`src/rtl/cursor_commit_ctrl.sv`:
```
// cursor_commit_ctrl
// Frame-synchronous cursor position scheduler. Mouse-side updates are
// captured over a req/ack handshake into a shadow register. The newest
// shadow is committed to the overlay position on the rising edge of
// vertical blanking, so the cursor never moves mid-frame.
//
// Capture:  upd_req & ~upd_ack at a clock edge. The ack cycle masks req,
//           which limits the source to one capture every two cycles.
// Commit:   vblnk rising edge while an update is pending and not frozen.
// Buttons:  OR-accumulated in the shadow so short clicks survive
//           overwrites. On the committed side they last one frame.
module cursor_commit_ctrl #(
  parameter int H_ACTIVE = 800,
  parameter int V_ACTIVE = 600
) (
  input  logic        pclk,
  input  logic        rst,
  input  logic        i_upd_req,
  output logic        o_upd_ack,
  input  logic [11:0] i_xpos_in,
  input  logic [11:0] i_ypos_in,
  input  logic [2:0]  i_btn_in,
  input  logic        i_vblnk,
  input  logic        i_freeze,
  output logic [11:0] o_xpos,
  output logic [11:0] o_ypos,
  output logic [2:0]  o_btn,
  output logic        o_commit_stb,
  output logic        o_pending,
  output logic [15:0] o_frame_cnt,
  output logic [7:0]  o_drop_cnt
);

  localparam logic [11:0] X_MAX    = 12'(H_ACTIVE - 1);
  localparam logic [11:0] Y_MAX    = 12'(V_ACTIVE - 1);
  localparam logic [7:0]  DROP_MAX = 8'hFF;

  typedef enum logic {
    ST_IDLE = 1'b0,
    ST_PEND = 1'b1
  } state_t;

  // FSM state
  state_t      r_state;
  state_t      w_state_next;

  // Edge detector. Resets high so a vblnk already high at reset release
  // is not mistaken for a new frame.
  logic        r_vblnk_q;

  // Shadow holding the newest uncommitted update
  logic [11:0] r_sx;
  logic [11:0] r_sy;
  logic [2:0]  r_sbtn;
  logic [11:0] w_sx_next;
  logic [11:0] w_sy_next;
  logic [2:0]  w_sbtn_next;

  // Committed (overlay-side) registers
  logic        r_upd_ack;
  logic [11:0] r_xpos;
  logic [11:0] r_ypos;
  logic [2:0]  r_btn;
  logic        r_commit_stb;
  logic [15:0] r_frame_cnt;
  logic [7:0]  r_drop_cnt;
  logic [11:0] w_xpos_next;
  logic [11:0] w_ypos_next;
  logic [2:0]  w_btn_next;
  logic [7:0]  w_drop_cnt_next;

  // Event decode
  logic        w_vb_rise;
  logic        w_capture;
  logic        w_commit;
  logic        w_is_pend;
  logic [11:0] w_x_clamped;
  logic [11:0] w_y_clamped;

  assign w_is_pend   = (r_state == ST_PEND);
  assign w_vb_rise   = i_vblnk & ~r_vblnk_q;
  // The ack cycle masks req: the source is still showing the data that
  // was just captured and only changes it after seeing the ack.
  assign w_capture   = i_upd_req & ~r_upd_ack;
  assign w_commit    = w_vb_rise & w_is_pend & ~i_freeze;

  // Unsigned clamp into the visible area
  assign w_x_clamped = (i_xpos_in > X_MAX) ? X_MAX : i_xpos_in;
  assign w_y_clamped = (i_ypos_in > Y_MAX) ? Y_MAX : i_ypos_in;

  // Next state: any capture leaves us pending; a commit alone drains us
  always_comb begin
    w_state_next = r_state;
    case (r_state)
      ST_IDLE: begin
        if (w_capture) begin
          w_state_next = ST_PEND;
        end
      end
      ST_PEND: begin
        if (w_capture) begin
          w_state_next = ST_PEND;
        end else if (w_commit) begin
          w_state_next = ST_IDLE;
        end
      end
      default: w_state_next = ST_IDLE;
    endcase
  end

  // Shadow next value. On a collision the commit reads the old shadow,
  // so the fresh capture starts a clean button accumulation.
  always_comb begin
    w_sx_next   = r_sx;
    w_sy_next   = r_sy;
    w_sbtn_next = r_sbtn;
    if (w_capture) begin
      w_sx_next = w_x_clamped;
      w_sy_next = w_y_clamped;
      if (w_commit) begin
        w_sbtn_next = i_btn_in;
      end else begin
        w_sbtn_next = r_sbtn | i_btn_in;
      end
    end else if (w_commit) begin
      w_sbtn_next = 3'b000;
    end
  end

  // Overlay-side next value: load on commit, drop buttons on an empty frame
  always_comb begin
    w_xpos_next = r_xpos;
    w_ypos_next = r_ypos;
    w_btn_next  = r_btn;
    if (w_commit) begin
      w_xpos_next = r_sx;
      w_ypos_next = r_sy;
      w_btn_next  = r_sbtn;
    end else if (w_vb_rise && !w_is_pend) begin
      w_btn_next  = 3'b000;
    end
  end

  // Drop counter next value: only a capture that overwrites an
  // undisplayed shadow counts; a collision with a commit does not.
  always_comb begin
    w_drop_cnt_next = r_drop_cnt;
    if (w_capture && w_is_pend && !w_commit && (r_drop_cnt != DROP_MAX)) begin
      w_drop_cnt_next = r_drop_cnt + 8'd1;
    end
  end

  // State, edge detector and shadow registers
  always_ff @(posedge pclk) begin
    if (rst) begin
      r_state   <= ST_IDLE;
      r_vblnk_q <= 1'b1;
      r_sx      <= '0;
      r_sy      <= '0;
      r_sbtn    <= '0;
    end else begin
      r_state   <= w_state_next;
      r_vblnk_q <= i_vblnk;
      r_sx      <= w_sx_next;
      r_sy      <= w_sy_next;
      r_sbtn    <= w_sbtn_next;
    end
  end

  // Handshake, committed position and strobe registers
  always_ff @(posedge pclk) begin
    if (rst) begin
      r_upd_ack    <= 1'b0;
      r_xpos       <= '0;
      r_ypos       <= '0;
      r_btn        <= '0;
      r_commit_stb <= 1'b0;
    end else begin
      r_upd_ack    <= w_capture;
      r_xpos       <= w_xpos_next;
      r_ypos       <= w_ypos_next;
      r_btn        <= w_btn_next;
      r_commit_stb <= w_commit;
    end
  end

  // Frame counter (wraps) and drop counter (saturates)
  always_ff @(posedge pclk) begin
    if (rst) begin
      r_frame_cnt <= '0;
      r_drop_cnt  <= '0;
    end else begin
      if (w_vb_rise) begin
        r_frame_cnt <= r_frame_cnt + 16'd1;
      end
      r_drop_cnt <= w_drop_cnt_next;
    end
  end

  assign o_upd_ack    = r_upd_ack;
  assign o_xpos       = r_xpos;
  assign o_ypos       = r_ypos;
  assign o_btn        = r_btn;
  assign o_commit_stb = r_commit_stb;
  assign o_pending    = r_state;
  assign o_frame_cnt  = r_frame_cnt;
  assign o_drop_cnt   = r_drop_cnt;

endmodule

```
`config.mk`:
```
export PLATFORM = sky130hd
export DESIGN_NAME = cursor_commit_ctrl
export DESIGN_NICKNAME = d
export VERILOG_FILES = /design/src/rtl/cursor_commit_ctrl.sv
export SDC_FILE = /design/constraint.sdc
export NUM_CORES = 1
export LEC_CHECK = 0
export CORE_ASPECT_RATIO = 0.6
export CORE_UTILIZATION = 35
export DETAILED_ROUTE_END_ITERATION = 10
export PLACE_DENSITY = 0.63
export SLEW_MARGIN = 20
export SYNTH_ARGS = -nofsm -noshare
export SYNTH_HDL_FRONTEND = slang
export SYNTH_SLANG_ARGS = --single-unit
```
`constraint.sdc`:
```
create_clock -name pclk -period 2 [get_ports pclk]
set_clock_uncertainty 0.05 [all_clocks]
set_input_delay 0.2 -clock pclk [delete_from_list [all_inputs] [get_ports pclk]]
set_output_delay 0.2 -clock pclk [all_outputs]
set_load 0.01 [all_outputs]
```
==> qor.yml <==
status:
  status: "completed"
clock_tree:
  cts_resized: 0
  clock-sinks: 82
  cts_inserted_buffers: 9
  cts_hold_buf: 0
  clk_pin_slew_ns: 0.06
  cts_root_buffer: "clkbuf_16"
  clock_latency_ns: 0.34
  htreeDepth: 3
  cts_buffer_depth: 2
  cts_tree: "built"
  cts_setup_buffers: 0
setup_path:
  criticalPathCategory: "reg -> reg"
  path_buf_inv: 1
  cp_slowest_stage_delay_ns: 0.40
  critPathArrivalTime_ns: 1.95
  required_ns: 2.22
  crit_slowest_cell: "or4_1"
  cp-end-kind: "flip-flop"
  crit_family: "simple AND/OR/NAND/NOR gates"
  path_max_fanout: 13
  critPathLaunchType: "flip-flop"
  crit_chain: "ha_1 > nand3_1 > o2111ai_1 > buf_4 > or4_1 > a21oi_1"
power:
  switching_share_pct: 21.7
  vdd_drop_max_mv: 0.353
  pwr-share-comb_pct: 6.3
  p_clk_share_pct: 45.1
  leakagePower_nw: 1.57
  netSwitchingPower_uw: 757
  cellPowerDensity_mw_per_mm2: 797
  p_seq_share_pct: 48.6
  p_int_mw: 2.73
route:
  wl_per_cell_um: 14.7
  routed_via_density: 5.03
  drt-initial-drc-count: 200
  postRouteAntennaNets: 0
  drc: 0
  drt_wl_total_mm: 8.08
  vias: 2770
  drt-pass1-iter-count: 5
final_layout:
  syn_to_final_growth_pct: 41.6
  nNetsFinal: 468
  insertedDiodeCount: 0
  final_layout_size_suffix_gt1_share_pct: 7.97
  fin_cells: 551
place:
  dpl.cell_count: 535
  globalplace.congestion: 0.812
  dpl.hpwl_mm: 5.50
  port_buffers: 85
floorplan:
  design.portCount: 86
  chipWidth_um: 123
  core_sq_mm: 0.00852
  rows: 26
  die-area_sq_mm: 0.00922
  die-height_um: 74.8
  start_util_pct: 36.2
global_route:
  grt_pass1_wl_mm: 12.7
  antenna_found_initial: 0
  grt_use_total_pct: 18.8
  grt_pass1_vias: 2485
  met1_usage_pct: 26.4
  grtUsageMet3_pct: 7.42
  top_usage_layer: "met1"
  grt_max_degree: 65
  use_met2_pct: 25.0
  grt_overflow_total: 0
sta:
  worst_pin_slew_ns: 0.591
  hold_viol: 0
  period_needed_ns: 1.73
  max-slew-margin-rel_pct: 60.5
  rsz0062_at_grt: "false"
  slew_viol_final: 0
  max_freq_mhz: 577
  setup_violations: 0
  fin_crit_sh_pct: 86.6
  setup_tns_ns: 0
synthesis:
  synth.most_common_cell: "dfxtp_1"
  synth_common_cells: "dfxtp_1, nand2_1, a21oi_1, nor2_1, clkbuf_1"
  synthTopCellsByArea: "dfxtp_1, nand2_1, a21oi_1, nor2_1, xor2_1"
  yosysTopAreaCell: "dfxtp_1"
  synth.cell_area_sq_mm: 0.00309
  postSynthCellCount: 347
  ys_ff_latch: 82
  async_reset_ff_share_pct: 0
  postSynthAreaPerCell_sq_um: 8.90
  synth_top_area_share_pct: 53.1
  synth_warnings: 0
  synth_cell_types: 40
  ys.flop_type: "dfxtp_1"
  yosysSeqAreaShare_pct: 53.1
  synth_edf_count: 0
  syn_nets: 381
flow_run:
  cap_violations: 0
hold_path:
  hp-class: "in -> reg"
[area by class of cell]
class                           instances  area, sq um
Fill cell                             829         4150
Sequential cell                        82         1640
Multi-Input combinational cell        241         1340
Timing Repair Buffer                   98          956
Clock buffer                           15          278
Tap cell                              112          140
Clock inverter                          1         7.51
Inverter                                2         7.51
[power groups by stage]
stage / logic [mW] / registers [mW] / clock network [mW]
5_1_grt: 0.239 / 1.70 / 1.69
6_report: 0.220 / 1.69 / 1.57
3_3_place_gp: 0.215 / 1.73 / 0
3_5_place_dp: 0.218 / 1.73 / 0
2_1_floorplan: 0.0963 / 1.73 / 0
4_1_cts: 0.220 / 1.69 / 1.62
[flip-flops by register name, summed over array words and instances, names as in the netlist]
register      flops
o_frame_cnt      16
o_xpos           12
o_ypos           12
r_sx             12
r_sy             12
o_drop_cnt        8
o_btn             3
r_sbtn            3
o_commit_stb      1
o_pending         1
o_upd_ack         1
r_vblnk_q         1
[cells by family (layout without fill, tap and decap cells)]
| kind of cell | count (synthesis) | in the layout | synth area share (%) |
|---|---|---|---|
| adder cells (fa/ha/maj) | 2 | 2 | 0.810 |
| AO/OA/AOI/OAI | 84 | 84 | 16.8 |
| XOR/XNOR | 11 | 11 | 3.12 |
| buffers and inverters | 24 | 116 | 3.36 |
| AND/OR/NAND/NOR | 142 | 142 | 22.2 |
| flip-flops | 82 | 82 | 53.1 |
| multiplexers | 2 | 2 | 0.648 |
[worst register-to-register path, delay by kind of cell, from the launching register on]
| family | cells | cell delay (ns) |
|---|---|---|
| and+or+nand+nor | 2 | 0.51 |
| DFF | 1 | 0.35 |
| AOI/OAI and AO/OA | 2 | 0.28 |
| adders and majority gates | 1 | 0.27 |
| buffers and inverters | 1 | 0.21 |
[placed cells by master (no fill, tap or decap), types with 6 or more instances in the layout]
cell type	n
clkdlybuf4s50_1	84
dfxtp_1	82
nand2_1	58
a21oi_1	43
nor2_1	35
o21ai_0	13
buf_4	12
a22oi_1	11
xor2_1	10
nand3_1	9
clkbuf_16	9
and3_1	6
o31ai_1	6
[path summary, 6_finish.rpt]
kind	endpoint	startpoint	slack, ns	cells after the start
max	o_drop_cnt[6]	o_drop_cnt[0]	0.27	6
min	o_btn[0]	rst	0.29	3
max reg2reg	o_drop_cnt[6]	o_drop_cnt[0]	0.27	6
min reg2reg	o_ypos[10]	r_sy[10]	0.39	2
[per-layer routing]
layer  wire [um]  up-vias
met5           0        -
met4         148        0
met3         613       11
met2        3140       91
met1        4170     1275
li1            -     1393
[stage by stage]
step	utilization, %	hold slack [ns]	area (sq um)	setup slack [ns]	power (mW)
after global placement	48.0	0.385	4090	0.0978	1.94
after global routing	51.3	0.301	4370	0.134	3.62
after detailed placement	48.0	0.389	4090	0.0742	1.95
after floorplan	-	0.257	3090	0.378	1.82
final	51.3	0.292	4370	0.267	3.49
after CTS	51.3	0.286	4370	0.257	3.53
No activity file was read; power rests on OpenSTA's default activity.
